`src/rtl/alu_pkg.sv`:
```
// alu_pkg: shared constants for the alu_exec execute/writeback stage.
// Holds the default datapath width, opcode encodings and the FSM state type
// used when the sequential multiplier is built in (ALU_MUL_EN).
package alu_pkg;

  localparam int ALU_W = 16;

  localparam logic [3:0] OP_ADD = 4'd0;
  localparam logic [3:0] OP_SUB = 4'd1;
  localparam logic [3:0] OP_AND = 4'd2;
  localparam logic [3:0] OP_OR  = 4'd3;
  localparam logic [3:0] OP_XOR = 4'd4;
  localparam logic [3:0] OP_NOT = 4'd5;
  localparam logic [3:0] OP_SLL = 4'd6;
  localparam logic [3:0] OP_SRL = 4'd7;
  localparam logic [3:0] OP_SRA = 4'd8;
  localparam logic [3:0] OP_SLT = 4'd9;
  localparam logic [3:0] OP_MUL = 4'd10;

  typedef enum logic [1:0] {
    IDLE = 2'd0,
    MUL  = 2'd1,
    WB   = 2'd2
  } state_t;

  // True for opcodes that complete in the accept cycle.
  function automatic logic is_single_cycle(input logic [3:0] op);
    return op <= OP_SLT;
  endfunction

endpackage

```
`src/rtl/alu_exec_if.sv`:
```
// alu_exec_if: upstream instruction handshake plus register-file write port
// and status flags of the alu_exec stage. The master side issues
// instructions; the slave side (alu_exec) accepts them and writes back.
interface alu_exec_if
  import alu_pkg::*;
#(
  parameter int W = ALU_W
) ();
  logic         in_valid;
  logic         in_ready;
  logic [3:0]   op;
  logic [4:0]   rd;
  logic [W-1:0] a;
  logic [W-1:0] b;
  logic [4:0]   Rw;
  logic         WrEn;
  logic [W-1:0] busW;
  logic         zf;
  logic         cf;
  logic         vf;
  logic         illegal;

  modport master (
    output in_valid, op, rd, a, b,
    input  in_ready, Rw, WrEn, busW, zf, cf, vf, illegal
  );

  modport slave (
    input  in_valid, op, rd, a, b,
    output in_ready, Rw, WrEn, busW, zf, cf, vf, illegal
  );
endinterface

```
`src/rtl/alu_exec_mul_seq.sv`:
```
// mul_seq: W-iteration shift-add multiplier returning the low W bits of a*b.
// The first partial product is folded into the start cycle so that done
// pulses W cycles after start, leaving the final product in prod.
module mul_seq
  import alu_pkg::*;
#(
  parameter int W = ALU_W
) (
  input  logic         clk,
  input  logic         rst,
  input  logic         start,
  input  logic [W-1:0] a,
  input  logic [W-1:0] b,
  output logic         done,
  output logic [W-1:0] prod
);
  localparam int CW = $clog2(W);

  logic [W-1:0]  mcand_reg;
  logic [W-1:0]  mplier_reg;
  logic [W-1:0]  acc_reg;
  logic [CW-1:0] cnt_reg;
  logic          busy_reg;
  logic          done_reg;

  // One shift-add step per cycle; step 0 happens on start, the last on cnt W-1.
  always_ff @(posedge clk or negedge rst) begin
    if (!rst) begin
      mcand_reg  <= '0;
      mplier_reg <= '0;
      acc_reg    <= '0;
      cnt_reg    <= '0;
      busy_reg   <= 1'b0;
      done_reg   <= 1'b0;
    end else begin
      done_reg <= 1'b0;
      if (start) begin
        acc_reg    <= b[0] ? a : '0;
        mcand_reg  <= a << 1;
        mplier_reg <= b >> 1;
        cnt_reg    <= CW'(1);
        busy_reg   <= 1'b1;
      end else if (busy_reg) begin
        acc_reg    <= acc_reg + (mplier_reg[0] ? mcand_reg : '0);
        mcand_reg  <= mcand_reg << 1;
        mplier_reg <= mplier_reg >> 1;
        cnt_reg    <= cnt_reg + CW'(1);
        if (cnt_reg == CW'(W - 1)) begin
          busy_reg <= 1'b0;
          done_reg <= 1'b1;
        end
      end
    end
  end

  assign done = done_reg;
  assign prod = acc_reg;

endmodule

```
`src/rtl/alu_exec.sv`:
```
// alu_exec: execute/writeback stage between the register file read ports and
// its write port. Single-cycle ops write back the cycle after accept; with
// ALU_MUL_EN defined, op 10 runs through mul_seq (IDLE -> MUL -> WB).
// Without ALU_MUL_EN, op 10 is treated as illegal and in_ready is always 1.
module alu_exec
  import alu_pkg::*;
#(
  parameter int W = ALU_W
) (
  input  logic      clk,
  input  logic      rst,
  alu_exec_if.slave bus
);
  logic         accept;
  logic [W:0]   sum;
  logic [W:0]   diff;
  logic [W-1:0] sll_s [0:4];
  logic [W-1:0] srl_s [0:4];
  logic [W-1:0] sra_s [0:4];
  logic [W-1:0] alu_res;
  logic         alu_cf;
  logic         alu_vf;

  logic [4:0]   rw_reg, rw_next;
  logic         wren_reg, wren_next;
  logic [W-1:0] busw_reg, busw_next;
  logic         zf_reg, zf_next;
  logic         cf_reg, cf_next;
  logic         vf_reg, vf_next;
  logic         illegal_reg, illegal_next;

`ifdef ALU_MUL_EN
  state_t       state_reg, state_next;
  logic         mul_start;
  logic         mul_done;
  logic [W-1:0] mul_prod;
  logic [4:0]   rd_reg;

  mul_seq #(.W(W)) u_mul (
    .clk  (clk),
    .rst  (rst),
    .start(mul_start),
    .a    (bus.a),
    .b    (bus.b),
    .done (mul_done),
    .prod (mul_prod)
  );

  assign bus.in_ready = (state_reg == IDLE);
`else
  assign bus.in_ready = 1'b1;
`endif

  assign accept = bus.in_valid && bus.in_ready;
  assign sum    = {1'b0, bus.a} + {1'b0, bus.b};
  assign diff   = {1'b0, bus.a} - {1'b0, bus.b};

  // Log shifter: stage gi shifts by 2**gi when b[gi] is set.
  assign sll_s[0] = bus.a;
  assign srl_s[0] = bus.a;
  assign sra_s[0] = bus.a;
  genvar gi;
  generate
    for (gi = 0; gi < 4; gi++) begin : g_shift
      localparam int SH = 1 << gi;
      assign sll_s[gi+1] = bus.b[gi] ? (sll_s[gi] << SH) : sll_s[gi];
      assign srl_s[gi+1] = bus.b[gi] ? (srl_s[gi] >> SH) : srl_s[gi];
      assign sra_s[gi+1] = bus.b[gi] ? W'($signed(sra_s[gi]) >>> SH) : sra_s[gi];
    end
  endgenerate

  // Single-cycle result and flag candidates; borrow is the top bit of diff.
  always_comb begin
    alu_res = '0;
    alu_cf  = 1'b0;
    alu_vf  = 1'b0;
    case (bus.op)
      OP_ADD: begin
        alu_res = sum[W-1:0];
        alu_cf  = sum[W];
        alu_vf  = (bus.a[W-1] == bus.b[W-1]) && (sum[W-1] != bus.a[W-1]);
      end
      OP_SUB: begin
        alu_res = diff[W-1:0];
        alu_cf  = diff[W];
        alu_vf  = (bus.a[W-1] != bus.b[W-1]) && (diff[W-1] != bus.a[W-1]);
      end
      OP_AND:  alu_res = bus.a & bus.b;
      OP_OR:   alu_res = bus.a | bus.b;
      OP_XOR:  alu_res = bus.a ^ bus.b;
      OP_NOT:  alu_res = ~bus.a;
      OP_SLL:  alu_res = sll_s[4];
      OP_SRL:  alu_res = srl_s[4];
      OP_SRA:  alu_res = sra_s[4];
      OP_SLT:  alu_res = {{(W-1){1'b0}}, ($signed(bus.a) < $signed(bus.b))};
      default: alu_res = '0;
    endcase
  end

  // Next-state and writeback decode; flags and Rw/busW hold unless written.
  always_comb begin
    rw_next      = rw_reg;
    wren_next    = 1'b0;
    busw_next    = busw_reg;
    zf_next      = zf_reg;
    cf_next      = cf_reg;
    vf_next      = vf_reg;
    illegal_next = 1'b0;
`ifdef ALU_MUL_EN
    state_next   = state_reg;
    mul_start    = 1'b0;
`endif
    if (accept) begin
      if (is_single_cycle(bus.op)) begin
        wren_next = 1'b1;
        rw_next   = bus.rd;
        busw_next = alu_res;
        zf_next   = (alu_res == '0);
        cf_next   = alu_cf;
        vf_next   = alu_vf;
      end
`ifdef ALU_MUL_EN
      else if (bus.op == OP_MUL) begin
        state_next = MUL;
        mul_start  = 1'b1;
      end
`endif
      else begin
        illegal_next = 1'b1;
      end
    end
`ifdef ALU_MUL_EN
    case (state_reg)
      MUL: begin
        if (mul_done) begin
          state_next = WB;
          wren_next  = 1'b1;
          rw_next    = rd_reg;
          busw_next  = mul_prod;
          zf_next    = (mul_prod == '0);
          cf_next    = 1'b0;
          vf_next    = 1'b0;
        end
      end
      WB:      state_next = IDLE;
      default: ;
    endcase
`endif
  end

`ifdef ALU_MUL_EN
  // FSM state and the multiply destination captured at accept.
  always_ff @(posedge clk or negedge rst) begin
    if (!rst) begin
      state_reg <= IDLE;
      rd_reg    <= '0;
    end else begin
      state_reg <= state_next;
      if (mul_start) rd_reg <= bus.rd;
    end
  end
`endif

  // Registered write port, flags and illegal pulse.
  always_ff @(posedge clk or negedge rst) begin
    if (!rst) begin
      rw_reg      <= '0;
      wren_reg    <= 1'b0;
      busw_reg    <= '0;
      zf_reg      <= 1'b0;
      cf_reg      <= 1'b0;
      vf_reg      <= 1'b0;
      illegal_reg <= 1'b0;
    end else begin
      rw_reg      <= rw_next;
      wren_reg    <= wren_next;
      busw_reg    <= busw_next;
      zf_reg      <= zf_next;
      cf_reg      <= cf_next;
      vf_reg      <= vf_next;
      illegal_reg <= illegal_next;
    end
  end

  assign bus.Rw      = rw_reg;
  assign bus.WrEn    = wren_reg;
  assign bus.busW    = busw_reg;
  assign bus.zf      = zf_reg;
  assign bus.cf      = cf_reg;
  assign bus.vf      = vf_reg;
  assign bus.illegal = illegal_reg;

endmodule

```
`src/flat_wrapper.sv`:
```
// flat-port wrapper written by rule: the top's interface ports become plain ports
module alu_exec_flat import alu_pkg::*;
#(
  parameter int W = ALU_W
)
  (clk, rst, bus_in_valid, bus_op, bus_rd, bus_a, bus_b, bus_in_ready, bus_Rw, bus_WrEn, bus_busW, bus_zf, bus_cf, bus_vf, bus_illegal);
  alu_exec_if #(.W(W)) bus_i ();
  input  logic clk;
  input  logic rst;
  input wire logic [$bits(bus_i.in_valid)-1:0] bus_in_valid;
  input wire logic [$bits(bus_i.op)-1:0] bus_op;
  input wire logic [$bits(bus_i.rd)-1:0] bus_rd;
  input wire logic [$bits(bus_i.a)-1:0] bus_a;
  input wire logic [$bits(bus_i.b)-1:0] bus_b;
  output wire logic [$bits(bus_i.in_ready)-1:0] bus_in_ready;
  output wire logic [$bits(bus_i.Rw)-1:0] bus_Rw;
  output wire logic [$bits(bus_i.WrEn)-1:0] bus_WrEn;
  output wire logic [$bits(bus_i.busW)-1:0] bus_busW;
  output wire logic [$bits(bus_i.zf)-1:0] bus_zf;
  output wire logic [$bits(bus_i.cf)-1:0] bus_cf;
  output wire logic [$bits(bus_i.vf)-1:0] bus_vf;
  output wire logic [$bits(bus_i.illegal)-1:0] bus_illegal;
  assign bus_i.in_valid = bus_in_valid;
  assign bus_i.op = bus_op;
  assign bus_i.rd = bus_rd;
  assign bus_i.a = bus_a;
  assign bus_i.b = bus_b;
  assign bus_in_ready = bus_i.in_ready;
  assign bus_Rw = bus_i.Rw;
  assign bus_WrEn = bus_i.WrEn;
  assign bus_busW = bus_i.busW;
  assign bus_zf = bus_i.zf;
  assign bus_cf = bus_i.cf;
  assign bus_vf = bus_i.vf;
  assign bus_illegal = bus_i.illegal;
  alu_exec #(.W(W)) u_core (.clk(clk), .rst(rst), .bus(bus_i));
endmodule
```
`config.mk`:
```
export PLATFORM = sky130hd
export DESIGN_NAME = alu_exec_flat
export DESIGN_NICKNAME = d
export VERILOG_FILES = /design/src/rtl/alu_pkg.sv /design/src/rtl/alu_exec_if.sv /design/src/rtl/alu_exec_mul_seq.sv /design/src/rtl/alu_exec.sv /design/src/flat_wrapper.sv
export SDC_FILE = /design/constraint.sdc
export NUM_CORES = 1
export LEC_CHECK = 0
export ABC_AREA = 1
export CORE_MARGIN = 2
export CORE_UTILIZATION = 63
export CTS_BUF_LIST = sky130_fd_sc_hd__clkbuf_2
export DETAILED_ROUTE_END_ITERATION = 8
export GPL_TIMING_DRIVEN = 1
export MAX_ROUTING_LAYER = met4
export PLACE_DENSITY_LB_ADDON = 0.2
export REMOVE_ABC_BUFFERS = 1
export SYNTH_ARGS = -nofsm -noshare
export SYNTH_HDL_FRONTEND = slang
export SYNTH_SLANG_ARGS = --single-unit
export TNS_END_PERCENT = 100
```
`constraint.sdc`:
```
create_clock -name clk -period 1.15 [get_ports clk]
set_clock_uncertainty 0.1 [all_clocks]
set_input_delay 0.1725 -clock clk [delete_from_list [all_inputs] [get_ports clk]]
set_output_delay 0.1725 -clock clk [all_outputs]
set_load 0.05 [all_outputs]
```
==> results of run 1 <==
## stage by stage
stage,hold WS [ns],instances
3_5_place_dp,0.435,1345
3_3_place_gp,0.424,1345
2_1_floorplan,-0.223,965
## kinds of logic after synthesis
| group | count (synthesis) | synth area share [%] |
|---|---|---|
| DFF | 26 | 11.8 |
| and+or+nand+nor | 648 | 51.1 |
| other | 1 | 0.0679 |
| xor gates and xnor gates | 1 | 0.159 |
| buffers and inverters | 159 | 12.5 |
| AOI/OAI and AO/OA | 117 | 12.1 |
| adders and majority gates | 53 | 12.3 |
==> out/metrics.yaml, run 1 <==
synth_top_cells_by_area: "sky130_fd_sc_hd__nand2_1 (23%), sky130_fd_sc_hd__nand3_1 (13%), sky130_fd_sc_hd__dfrtp_1 (12%)"
cts_root_buf: "sky130_fd_sc_hd__clkbuf_2"
netlist.area_leader.share_pct: 23.0
synth.avg_cell_area_um2: 5.50
lastStage: "4_1_cts"
detailedPlacementHpwl_um: 21500
synthCells: 1005
synth_seq_cells: 26
cts_buffers: 3
port-buffer-count: 69
seq_total_area_yosys_pct: 11.8
post-cts-setup-buffers: 78
initial_core_util_pct: 64.3
clkSinkCount: 26
die-height_um: 97.6
synth_ff_type: "sky130_fd_sc_hd__dfrtp_1"
placement.cell_area_um2: 7940
dieWidth_um: 97.6
outcome: "aborted with a tool error"
placement_rows: 34
synth_area_um2: 5520
dp_slack_ns: -1.87
clk_path_buf_depth: 2
yosysTopAreaCell: "sky130_fd_sc_hd__nand2_1"
cts_resized: 583
gp_congestion: 1.12
postSynth.asyncResetShare_pct: 100
io_pins: 71
stop_error: "[ERROR DPL-0038] Utilization greater than 100%, impossible to legalize"
synth.most_common_cell: "sky130_fd_sc_hd__nand2_1"
h-tree-depth: 1
ranking_of_synthesized_cells_by_instance_count: "sky130_fd_sc_hd__nand2_1 (338), sky130_fd_sc_hd__nand3_1 (143), sky130_fd_sc_hd__inv_1 (111)"
synth-edff-count: 0
cts_hold_repair.buffers: 0
post_synth_num_cell_types: 44
synth.yosys.warnings: 0
==> run 2: changes to the inputs <==
Settings changed: CORE_UTILIZATION 63 to 40, CTS_BUF_LIST sky130_fd_sc_hd__clkbuf_2 to not set, MAX_ROUTING_LAYER met4 to not set, PLACE_DENSITY_LB_ADDON 0.2 to 0.15.
==> run 2 against run 1 <==
Compared with the run above: the flow now finishes, with violations (negative setup slack); synthesized cell count unchanged; area after synthesis unchanged.
==> out/metrics.yaml, run 2 <==
count_of_filler_cells_inserted_in_the_layout: 804
reg2reg_from: "u_core.bus.busW[0]"
final_cell_mix: "sky130_fd_sc_hd__nand2_1 (238), sky130_fd_sc_hd__buf_4 (216), sky130_fd_sc_hd__nand3_1 (96), sky130_fd_sc_hd__nand2_2 (83), sky130_fd_sc_hd__buf_6 (70)"
overflow: 0
timing.hold.ws_ns: 0.104
grt_pass1_wl_um: 43600
antenna_violations_before_repair: 0
post_route_cells_drive_above_1_share_pct: 57.4
synth.avg_cell_area_um2: 5.50
critPathRequiredTime_ns: 1.25
detailedPlacementHpwl_um: 20500
final_hold_viol_count: 0
cellPowerDensity_nw_per_um2: 739
number_of_global_route_vias_before_repair: 8108
growth_of_design_area_from_synthesis_to_finish_pct: 100
cts_buffers: 3
synth-edff-count: 0
cts_hold_repair.buffers: 0
yosysTopAreaCell: "sky130_fd_sc_hd__nand2_1"
cts_tree: "yes"
end_kind: "flop"
min_path_type: "in -> reg"
postSynth.asyncResetShare_pct: 100
synth_ff_type: "sky130_fd_sc_hd__dfrtp_1"
crit_fanout: 5
core-area_um2: 13300
grt_start_max_net_pins: 32
clkSinkCount: 26
io_pins: 71
largest_register_ff_count: 16
finalWorstPathRequiredPeriod_ns: 2.13
synthCells: 1005
die-height_um: 122
finalWirelength_um: 34900
vias_per_cell: 6.08
violated_checks: "negative setup slack"
netlist.area_leader.share_pct: 23.0
port-buffer-count: 69
timing.final.setup_violations: 20
drt.antenna.violating_nets: 0
remaining_drc_errors: 0
dr.pass1.iters: 7
finish.net_count: 1426
min_period_over_period_pct: 186
max_cap_violations: 0
path_clk_slew_ns: 0.07
placement_rows: 42
wl_per_cell_um: 23.2
synth.yosys.warnings: 0
clkLatencyLatePin_ns: 0.26
final.setup.tns_ns: -14.70
drt_iter0_markers: 1336
cp.arrival_ns: 2.24
initial_core_util_pct: 41.4
antenna-diode-count: 0
mostFrequentLayoutCell: "sky130_fd_sc_hd__nand2_1"
leakage_component_of_the_power_uw: 0.00537
clk_path_buf_depth: 2
h-tree-depth: 1
setup_repair_after_global_routing_missed_its_margin: "yes"
synth_top_cells_by_area: "sky130_fd_sc_hd__nand2_1 (23%), sky130_fd_sc_hd__nand3_1 (13%), sky130_fd_sc_hd__dfrtp_1 (12%)"
grt_util_all_layers_pct: 38.0
outcome: "complete, but fails checks"
synth.most_common_cell: "sky130_fd_sc_hd__nand2_1"
synth_seq_cells: 26
ranking_of_synthesized_cells_by_instance_count: "sky130_fd_sc_hd__nand2_1 (338), sky130_fd_sc_hd__nand3_1 (143), sky130_fd_sc_hd__inv_1 (111)"
criticalPathCategory: "in -> reg"
seq_total_area_yosys_pct: 11.8
post_synth_num_cell_types: 44
setup.worst_path.start: "bus_a[4]"
final_critical_path_setup_slack_ns: -0.984
power.ir.vdd_worst_v: 0.000799
dieWidth_um: 122
gp_congestion: 0.980
final_max_slew_viol_count: 0
cp-start-kind: "input pin"
cts_root_buf: "sky130_fd_sc_hd__clkbuf_16"
hold_start: "bus_in_valid"
vias: 9148
fmax_ghz: 0.469
design.die.area_um2: 14800
synth_area_um2: 5520
==> run 2: cell counts after synthesis <==
No cell type changed its count.
==> run 2: cell type report <==
cell class / instances / area, um^2 / share of cell area, %
Clock buffer: 3 / 75.1 / 0.679
Clock inverter: 1 / 30.0 / 0.272
Inverter: 119 / 523 / 4.73
Multi-Input combinational cell: 820 / 6010 / 54.3
Sequential cell: 26 / 651 / 5.89
Tap cell: 176 / 220 / 1.99
Timing Repair Buffer: 359 / 3550 / 32.1
==> run 2: critical path, cell delays in order <==
cell and delay, ns:
sky130_fd_sc_hd__buf_8 0.09, sky130_fd_sc_hd__inv_4 0.03, sky130_fd_sc_hd__ha_4 0.40, sky130_fd_sc_hd__inv_4 0.09
sky130_fd_sc_hd__a21oi_4 0.29, sky130_fd_sc_hd__nor2_4 0.07, sky130_fd_sc_hd__nor2_4 0.15, sky130_fd_sc_hd__nand3_2 0.10
sky130_fd_sc_hd__nand3_2 0.09, sky130_fd_sc_hd__nand4_1 0.27, sky130_fd_sc_hd__nor2_2 0.17, sky130_fd_sc_hd__nand3_1 0.09
sky130_fd_sc_hd__nor2_1 0.09, sky130_fd_sc_hd__nand2_1 0.05, sky130_fd_sc_hd__nand2_1 0.06
==> run 2: cell families (layout without fill, tap and decap cells) <==
| family | count (synthesis) | count (layout) | share of synthesized area (%) |
|---|---|---|---|
| XOR/XNOR | 1 | 1 | 0.159 |
| buffers and inverters | 159 | 482 | 12.5 |
| AO/OA/AOI/OAI | 117 | 117 | 12.1 |
| adder cells (fa/ha/maj) | 53 | 53 | 12.3 |
| AND/OR/NAND/NOR | 648 | 648 | 51.1 |
| flip-flops | 26 | 26 | 11.8 |
| other | 1 | 1 | 0.0679 |
==> run 2: power breakdown <==
group	total (uW)	leakage, uW	switching [uW]	internal, uW
Clock	1010	0.0000511	319	692
Combinational	5970	0.00499	3360	2600
Sequential	1190	0.000326	148	1040
Total	8170	0.00537	3830	4340
==> run 2: per-layer routing <==
| metal | vias up | share of wire [%] | GRT usage [%] |
|---|---|---|---|
| met5 | - | 0 | 0 |
| met4 | 0 | 11 | 21.0 |
| met3 | 321 | 12 | 4.14 |
| met2 | 793 | 43 | 61.5 |
| met1 | 4120 | 34 | 49.3 |
| li1 | 3914 | - | - |
==> run 2: final timing paths <==
path                                             to  cells after the start  slack (ns)
worst min-delay path             u_core.bus.illegal                      3        0.10
min in group asynchronous             u_core.bus.cf                      2        0.18
worst max register to register   u_core.bus.busW[0]                      2        0.23
worst max-delay path                  u_core.bus.zf                     15       -0.98
max in group asynchronous        u_core.bus.busW[4]                      2        0.62
worst min register to register  u_core.bus.busW[10]                      2        0.45
==> run 2: repair_timing <==
action                                  4_1_cts  5_1_grt
endpoints found under the setup margin       25       26
gates cloned                                  1        1
resized for setup                           560      244
pin swaps                                   139      148
buffers inserted                             47       27
==> run 2: stage by stage <==
stage | std cells | total power (uW) | util (%) | instance area (um^2) | worst slack [ns]
after global placement | 1437 | 5230 | 61.5 | 8210 | -1.77
final | 1504 | 8170 | 82.8 | 11100 | -0.984
after floorplan | 965 | 3030 | - | 5280 | -0.941
after CTS | 1486 | 7120 | 75.4 | 10100 | -0.742
after detailed placement | 1437 | 5250 | 61.5 | 8210 | -1.75
after global routing | 1504 | 8450 | 82.8 | 11100 | -0.992
(Power assumes the default switching activity.)
==> run 3: changes to the inputs <==
Settings changed: CORE_ASPECT_RATIO set to 0.8, CORE_MARGIN 2 to not set, HOLD_SLACK_MARGIN set to 0.03.
==> run 3 against run 2 <==
Compared with the run above: the run ends with design-rule violations, negative setup slack left; die area shrank 3.2%; sequential power about the same; core utilization is 0.88 points lower; critical path depth grew 3; flip-flop and latch count stayed put; via count shrank 4.2%; combinational power down 2%; count of clock-buffer cells in the layout rose by 1.
==> out/metrics.yaml, run 3 (synthesis gave the netlist of run 2 again) <==
outcome: "complete, but fails checks"
min_period_over_period_pct: 175
holdPathStages: 3
post_route_cells_drive_above_1_share_pct: 55.5
cts_root_buf: "sky130_fd_sc_hd__clkbuf_16"
setup.reg_to_reg.worst_slack_ns: 0.26
final_critical_path_setup_slack_ns: -0.863
end_kind: "flop"
io_pins: 71
gp_congestion: 1.07
grt_pass1_wl_um: 44200
rr_worst_depth: 2
critPathRequiredTime_ns: 1.25
crit_top_cell: "sky130_fd_sc_hd__nand2_1"
clk_path_buf_depth: 2
placement_rows: 38
finalWorstPathRequiredPeriod_ns: 2.01
leakage_component_of_the_power_uw: 0.00546
switching_share_pct: 46.0
dr.pass1.iters: 9
drt_iter0_markers: 907
port-buffer-count: 69
total_net_switching_power_uw: 3630
final_hold_viol_count: 0
cp.arrival_ns: 2.11
cts_hold_repair.buffers: 0
seq_power_share_pct: 15.1
reg2reg_from: "u_core.bus.busW[8]"
min_path_type: "in -> reg"
largest_register_ff_count: 16
die-height_um: 107
clkSinkCount: 26
clockPowerShare_pct: 10.9
h-tree-depth: 1
design.die.area_um2: 14300
utilization_pct: 81.9
grt_util_all_layers_pct: 40.4
cp_slowest_stage_delay_ns: 0.33
finish.net_count: 1459
growth_of_design_area_from_synthesis_to_finish_pct: 100
number_of_global_route_vias_before_repair: 8114
hold-path-endpoint: "u_core.bus.illegal"
vias_per_cell: 5.68
timing.final.setup_violations: 20
overflow: 0
count_of_filler_cells_inserted_in_the_layout: 876
violated_checks: "design-rule violations, negative setup slack"
crit_fanout: 5
mostFrequentLayoutCell: "sky130_fd_sc_hd__buf_4"
max_cap_violations: 0
cp-start-kind: "input pin"
clkLatencyLatePin_ns: 0.26
criticalPathCategory: "in -> reg"
wl_per_cell_um: 20.3
combPwrFrac_pct: 73.9
remaining_drc_errors: 2
fin_area_um2: 11100
path_clk_slew_ns: 0.07
cell_family_with_the_largest_share_of_critical_path_delay: "simple AND/OR/NAND/NOR gates"
placement.cell_area_um2: 8440
hold_start: "bus_in_valid"
worstPathBufferInverterCount: 4
initial_core_util_pct: 40.9
power.ir.vdd_worst_v: 0.000565
cp.depth: 18
grt_start_max_net_pins: 32
setup_repair_after_global_routing_missed_its_margin: "yes"
antenna_violations_before_repair: 2
finalWirelength_um: 31300
vias: 8766
power.internal_uw: 4260
critical_path.slowest_cell: "sky130_fd_sc_hd__ha_4"
fmax_ghz: 0.497
final_cell_mix: "sky130_fd_sc_hd__buf_4 (245), sky130_fd_sc_hd__nand2_1 (231), sky130_fd_sc_hd__nand3_1 (104), sky130_fd_sc_hd__nand2_2 (97), sky130_fd_sc_hd__buf_6 (79)"
crit_chain: "buf_8 -> inv_4 -> ha_4 -> buf_6 -> nand2_1 -> inv_1 -> nand3_2 -> nand2_4 -> nand3b_1 -> nand2_1 -> nand2_2 -> nand3_1 -> nand2_1 -> nor2_2 -> nand3_1 -> nor2_1 -> nand2_1 -> nand2_1"
detailedPlacementHpwl_um: 21000
cts_tree: "yes"
final_max_slew_viol_count: 0
core-area_um2: 13500
crit-reg2reg-capture: "u_core.bus.busW[8]"
cts_buffers: 3
cellPowerDensity_nw_per_um2: 714
drt.antenna.violating_nets: 0
dieWidth_um: 133
-- run 3: how the worst max path moves through the flow --
stage / start / end / slack, ns
4_1_cts: bus_a[0] / u_core.bus.zf / -0.82
5_1_grt: bus_a[4] / u_core.bus.zf / -0.92
3_3_place_gp: bus_a[0] / u_core.bus.zf / -1.84
6_report: bus_a[4] / u_core.bus.zf / -0.86
2_1_floorplan: bus_b[1] / u_core.bus.zf / -0.94
3_5_place_dp: bus_a[0] / u_core.bus.zf / -1.87
-- run 3: area by class of cell --
| cell class | count | area, um^2 | area share (%) |
|---|---|---|---|
| inverters | 119 | 510 | 4.62 |
| well taps | 180 | 225 | 2.04 |
| flip-flops and latches | 26 | 651 | 5.88 |
| multi-input cells | 820 | 5760 | 52.1 |
| diodes | 1 | 2.50 | 0.0226 |
| repair buffers | 392 | 3820 | 34.5 |
| clock buffers | 4 | 88.8 | 0.803 |
-- run 3: timing repair --
item / CTS / global route
gates cloned: 1 / 2
setup buffers: 54 / 19
pin swaps: 139 / 111
endpoints found under the setup margin: 25 / 25
resized for setup: 503 / 206
-- run 3: power by group through the flow --
stage	clock (uW)	combinational, uW	sequential [uW]
5_1_grt	910	6100	1210
4_1_cts	860	5070	1190
2_1_floorplan	0	1450	1590
3_5_place_dp	0	4150	1210
3_3_place_gp	0	4140	1200
6_report	864	5840	1190
-- run 3: through the flow --
stage	hold WS (ns)	instances	setup TNS, ns	worst slack [ns]	power (uW)
floorplan	-0.223	965	-13.74	-0.941	3030
global route	0.106	1542	-13.98	-0.918	8220
CTS	0.178	1524	-12.04	-0.824	7120
detailed placement	0.429	1471	-33.78	-1.87	5360
global placement	0.425	1471	-33.20	-1.84	5340
finish	0.0990	1542	-12.79	-0.863	7900
-- run 3: worst register-to-register path: stages, from the launching register on --
cell and delay [ns]:
sky130_fd_sc_hd__dfrtp_1 0.45, sky130_fd_sc_hd__o22ai_4 0.18, sky130_fd_sc_hd__inv_1 0.05
-- run 3: per-layer routing --
metal / track usage, % / routed length, um / share of wire, % / up-vias
met3: 7.94 / 3290 / 11 / 150
li1: - / - / - / 3966
met2: 64.7 / 13700 / 44 / 609
met5: 0 / 15 / 0.048 / -
met1: 53.5 / 12600 / 40 / 4039
met4: 15.1 / 1660 / 5.3 / 2
==> RTL change 1: new RTL, flow settings as in run 3 <==
Take the reset off `rw_reg` and load it in a clocked block of its own.
--- a/src/rtl/alu_exec.sv
+++ b/src/rtl/alu_exec.sv
@@ -165,5 +165,4 @@
   always_ff @(posedge clk or negedge rst) begin
     if (!rst) begin
-      rw_reg      <= '0;
       wren_reg    <= 1'b0;
       busw_reg    <= '0;
@@ -173,5 +172,4 @@
       illegal_reg <= 1'b0;
     end else begin
-      rw_reg      <= rw_next;
       wren_reg    <= wren_next;
       busw_reg    <= busw_next;
@@ -181,4 +179,8 @@
       illegal_reg <= illegal_next;
     end
+  end
+
+  always_ff @(posedge clk) begin
+    rw_reg <= rw_next;
   end
 
Check against the original RTL: not equivalent (a bounded check fails within 4 cycles, from zero or initial values and one cycle with rst low).
==> RTL change 1 against run 3 <==
The flow still finishes with violations (DRC, setup timing); total power down 3.8%; area after synthesis up 0.84%; setup slack worse by 0.037 ns; critical path depth unchanged; global-route usage down 1.4 points; design area down 5.6%; sequential cell count unchanged; die area up 0.82%; count of clock-buffer cells in the layout down 1; routed wire length down 7.3%; highest routed layer is now met4.
==> RTL change 1: results (changes against run 3) <==
[critical_path]
arrival_ns=2.15  ; +0.04 ns
slowest_delay_ns=0.21  ; -0.12 ns
r2r_end=u_core.bus.busW[0]
rr_startpoint=u_core.bus.busW[0]
crit_start=bus_b[3]
worst-path-max-fanout=3  ; -2
crit_family=simple AND/OR/NAND/NOR gates
endpoint=u_core.bus.zf

[layout]
largest_reg_flops=16  ; unchanged
layout-drive-gt1-share_pct=47.5  ; -8.0 points
insertedDiodeCount=0  ; -1
fin_nets=1471  ; +0.82%

[placed_design]
dp_slack_ns=-1.85  ; +0.0166 ns
hpwl_mm=21.2  ; +0.68%
place.gp.congestion=0.987  ; -8.2%
dp.cells=1502  ; +2.1%

[logic_synthesis]
yosysSeqAreaShare_pct=12.1  ; +0.35 points
synthTopCellsByCount=nand2_1 (379), nand3_1 (181), inv_1 (134)
synth_edf_count=5  ; +5
synth.area.top_cells=nand2_1 (26%), nand3_1 (16%), ha_1 (11%)
yosysUniqueCellTypes=38  ; -14%
synthCells=1053  ; +4.8%
async_flop_share_pct=80.8  ; -19 points

[grt]
grt_pass1_vias=7987  ; -1.6%
grt_max_degree=34  ; +6.3%
grt_use_total_pct=39.0  ; -1.4 points
grt_antenna_before_repair=0  ; -2
grt_first_pass_wirelength_mm=42.8  ; -3.2%

[pwr]
ir_drop_mv=0.624  ; +10%
leakage_nw=5.36  ; -1.9%

[sta]
fin_ws_ns=-0.901  ; -0.0374 ns
setup_viol=19  ; -5.0%

[drt]
routed_wl_mm=29.0  ; -7.3%
via_count=8609  ; -1.8%
met3WireLength_mm=3.06  ; -7.2%
met2WireLength_mm=13.1  ; -4.6%
drtPass1Iterations=8  ; -1
routed.top_layer=met4
drt-vias-per-instance=5.54  ; -2.5%
drt_iter0_drc=873  ; -3.7%
m1WireLength_mm=11.8  ; -6.5%
remaining_drc_errors=2  ; unchanged

[worst_hold_path]
hp-class=primary input to async pin

[status]
status=complete, but fails checks
violations=DRC, setup timing

[clock_network]
clock_latency_ns=0.26  ; about the same
cts_buffers=3  ; unchanged

## RTL change 1: cell count changes after synthesis, sizes merged, moves of 4 or more
cell / run 3 / this run
nand3: 146 / 181
nand2: 355 / 386
o21ai: 46 / 19
inv: 118 / 139
nor2: 106 / 123
nand4: 16 / 10
a21oi: 35 / 30
dfrtp: 26 / 21
edfxtp: 0 / 5
nor3: 12 / 7
o22ai: 15 / 11
or2: 4 / 0
## RTL change 1: where the power goes
group	internal (W)	switching, W
combinational	0.00243	0.00295
sequential	0.00107	0.000135
clock	0.000693	0.000323
## RTL change 1: logic make-up (layout without fill, tap and decap cells)
logic type	count (synthesis)	in the layout	synth area share, %
buf+inv	177	497	13.4
other cells	1	1	0.0673
mux	1	1	0.180
fa+ha+maj	53	53	12.2
xor+xnor	3	3	0.472
flops	26	26	12.1
compound gates	79	79	8.00
simple gates	713	713	53.6
## RTL change 1: cell type report
type                       count  area [um2]
clock buffer                   3        75.1
timing repair inverter         2        13.8
fill                        1004        3110
tap                          180         225
multi-input combinational    850        5410
sequential                    26         676
clock inverter                 1        30.0
inverter                     140         603
timing repair buffer         351        3410
## RTL change 1: routing by layer
layer / vias to the layer above / track usage, %
met3: 102 / 7.67
met4: 0 / 11.4
li1: 4003 / -
met2: 529 / 64.1
met1: 3975 / 51.3
met5: - / 0
## RTL change 1: metrics by stage
step	hold WS (ns)	util, %	area [um2]	setup TNS, ns
final	0.166	77.0	10400	-11.82
after global routing	0.179	77.0	10400	-13.05
after CTS	0.172	72.6	9830	-11.19
after detailed placement	0.431	61.8	8380	-32.47
after global placement	0.427	61.8	8380	-31.80
after floorplan	-0.223	-	5360	-25.90
## RTL change 1: repair_timing
item	in CTS	in global routing
setup buffers	36	14
resized for setup	500	142
gates cloned	2	1
pin swaps	129	70
endpoints found under the setup margin	26	25
==> RTL change 2: new RTL, settings of run 3 <==
Without the edit above. Change the package constant `ALU_W` from 16 to 32.
--- a/src/rtl/alu_pkg.sv
+++ b/src/rtl/alu_pkg.sv
@@ -4,5 +4,5 @@
 package alu_pkg;
 
-  localparam int ALU_W = 16;
+  localparam int ALU_W = 32;
 
   localparam logic [3:0] OP_ADD = 4'd0;
Interface: changed (resized bus_a, bus_b and bus_busW); port bits go from 71 to 119. No check against the original RTL was run, so the function may have changed too.
==> RTL change 2 against run 3 <==
Area after synthesis increased by 110%; critical endpoint unchanged; total power is 93% higher; design area is 93% higher; fmax fell by 12%; combinational power increased by 100%; critical path type unchanged; routed wire length rose by 120%; synthesized cell count is 120% higher; the flow finishes with violations (setup timing); critical path depth fell by 1; setup slack got worse by 0.29 ns; sequential cell count grew 16; count of clock-buffer cells in the layout increased by 2.
==> RTL change 2: results (changes against run 3) <==
[status]
status=complete, but fails checks
violations=setup timing

[logic_synthesis]
synth_compound_area_share_pct=11.2  ; -0.91 points
yosysUniqueCellTypes=46  ; +4.5%
synth_adder_area_share_pct=11.1  ; -1.1 points
synth.area.top_cells=nand2_1 (27%), nand3_1 (16%), ha_1 (11%)

[layout]
fin_nets=3086  ; +110%
insertedDiodeCount=0  ; -1
largest_reg_flops=32  ; +16

[drt]
wl_per_cell_um=20.6  ; +1.9%
drtPass1Iterations=7  ; -2
drt_iter0_drc=2303  ; +150%

[pwr]
ir_drop_mv=1.51  ; +170%
leakage_nw=11.0  ; +100%
p_sw_share_pct=48.8  ; +2.8 points

[grt]
grt_max_degree=70  ; +120%
grt_first_pass_wirelength_mm=97.7  ; +120%
grt_antenna_before_repair=0  ; -2

[clock_network]
h-tree-depth=2  ; +1
cts_buffers=5  ; +2

[critical_path]
arrival_ns=2.42  ; +0.31 ns

[worst_hold_path]
hp-class=primary input to async pin

[placed_design]
io_buffers=117  ; +70%
hpwl_mm=50.6  ; +140%

[sta]
setup_viol=42  ; +110%
fin_ws_ns=-1.15  ; -0.286 ns

-- RTL change 2: cell count changes after synthesis, sizes merged, moves of 46 or more --
cell,delta
nand2,+473
a21oi,+48
nor2,+118
ha,+47
o21ai,+46
nand3,+220
inv,+175
-- RTL change 2: through the flow --
step / hold WS [ns] / util, % / setup TNS (ns) / std cells / instance area (um2)
final: 0.285 / 77.3 / -30.97 / 3275 / 21400
after floorplan: -0.223 / - / -45.69 / 2152 / 10900
after CTS: 0.270 / 72.8 / -30.38 / 3239 / 20100
after global routing: 0.303 / 77.3 / -33.60 / 3275 / 21400
after detailed placement: 0.0548 / 61.3 / -72.91 / 3145 / 17000
after global placement: 0.0540 / 61.3 / -70.94 / 3145 / 17000
-- RTL change 2: layer usage --
layer	track usage [%]	vias to the layer above	share of wire, %
met2	67.5	1335	43
li1	-	8514	-
met4	12.8	0	4.5
met5	0	-	0
met1	59.6	8811	40
met3	9.28	263	13
-- RTL change 2: power by group through the flow --
stage | sequential (W) | clock [W] | combinational, W
final | 0.00196 | 0.00138 | 0.0119
after global routing | 0.00199 | 0.00148 | 0.0124
after CTS | 0.00196 | 0.00140 | 0.0106
after detailed placement | 0.00198 | 0 | 0.00881
after global placement | 0.00196 | 0 | 0.00871
after floorplan | 0.00263 | 0 | 0.00322
-- RTL change 2: timing repair --
item,4_1_cts,5_1_grt
hold endpoints to repair,42,0
pin swaps,194,181
gates resized for setup,911,367
setup buffers,85,43
setup endpoints to repair,43,64
cloned,4,0
hold buffers,1,0
-- RTL change 2: tightest hold or removal path: cells and delay by family --
kind / cells / cell delay (ns)
buffers and inverters: 3 / 0.86
-- RTL change 2: cell type report --
class                   instances  area, um2
clock buffers                   6        139
clock inverters                 2       12.5
fillers                      2085       6280
inverters                     296       1220
multi-input cells            1815      11600
flip-flops and latches         42       1050
well taps                     364        455
repair buffers                750       6840
-- RTL change 2: path summary, 6_finish.rpt --
kind / startpoint / endpoint / depth (start not counted)
setup reg to reg: u_core.bus.busW[0] / u_core.bus.busW[0] / 2
min in group clk: bus_a[31] / u_core.bus.vf / 5
hold / removal: rst / u_core.bus.illegal / 3
setup / recovery: bus_b[0] / u_core.bus.zf / 17
hold reg to reg: u_core.bus.Rw[1] / u_core.bus.Rw[1] / 2
max in group asynchronous: rst / u_core.bus.busW[30] / 3
-- RTL change 2: cells by family after synthesis --
| kind of cell | after synthesis |
|---|---|
| AND/OR/NAND/NOR | 1480 |
| buffers and inverters | 391 |
| AO/OA/AOI/OAI | 231 |
| adder cells (fa/ha/maj) | 100 |
| other | 1 |
| flip-flops | 42 |
| XOR/XNOR | 2 |
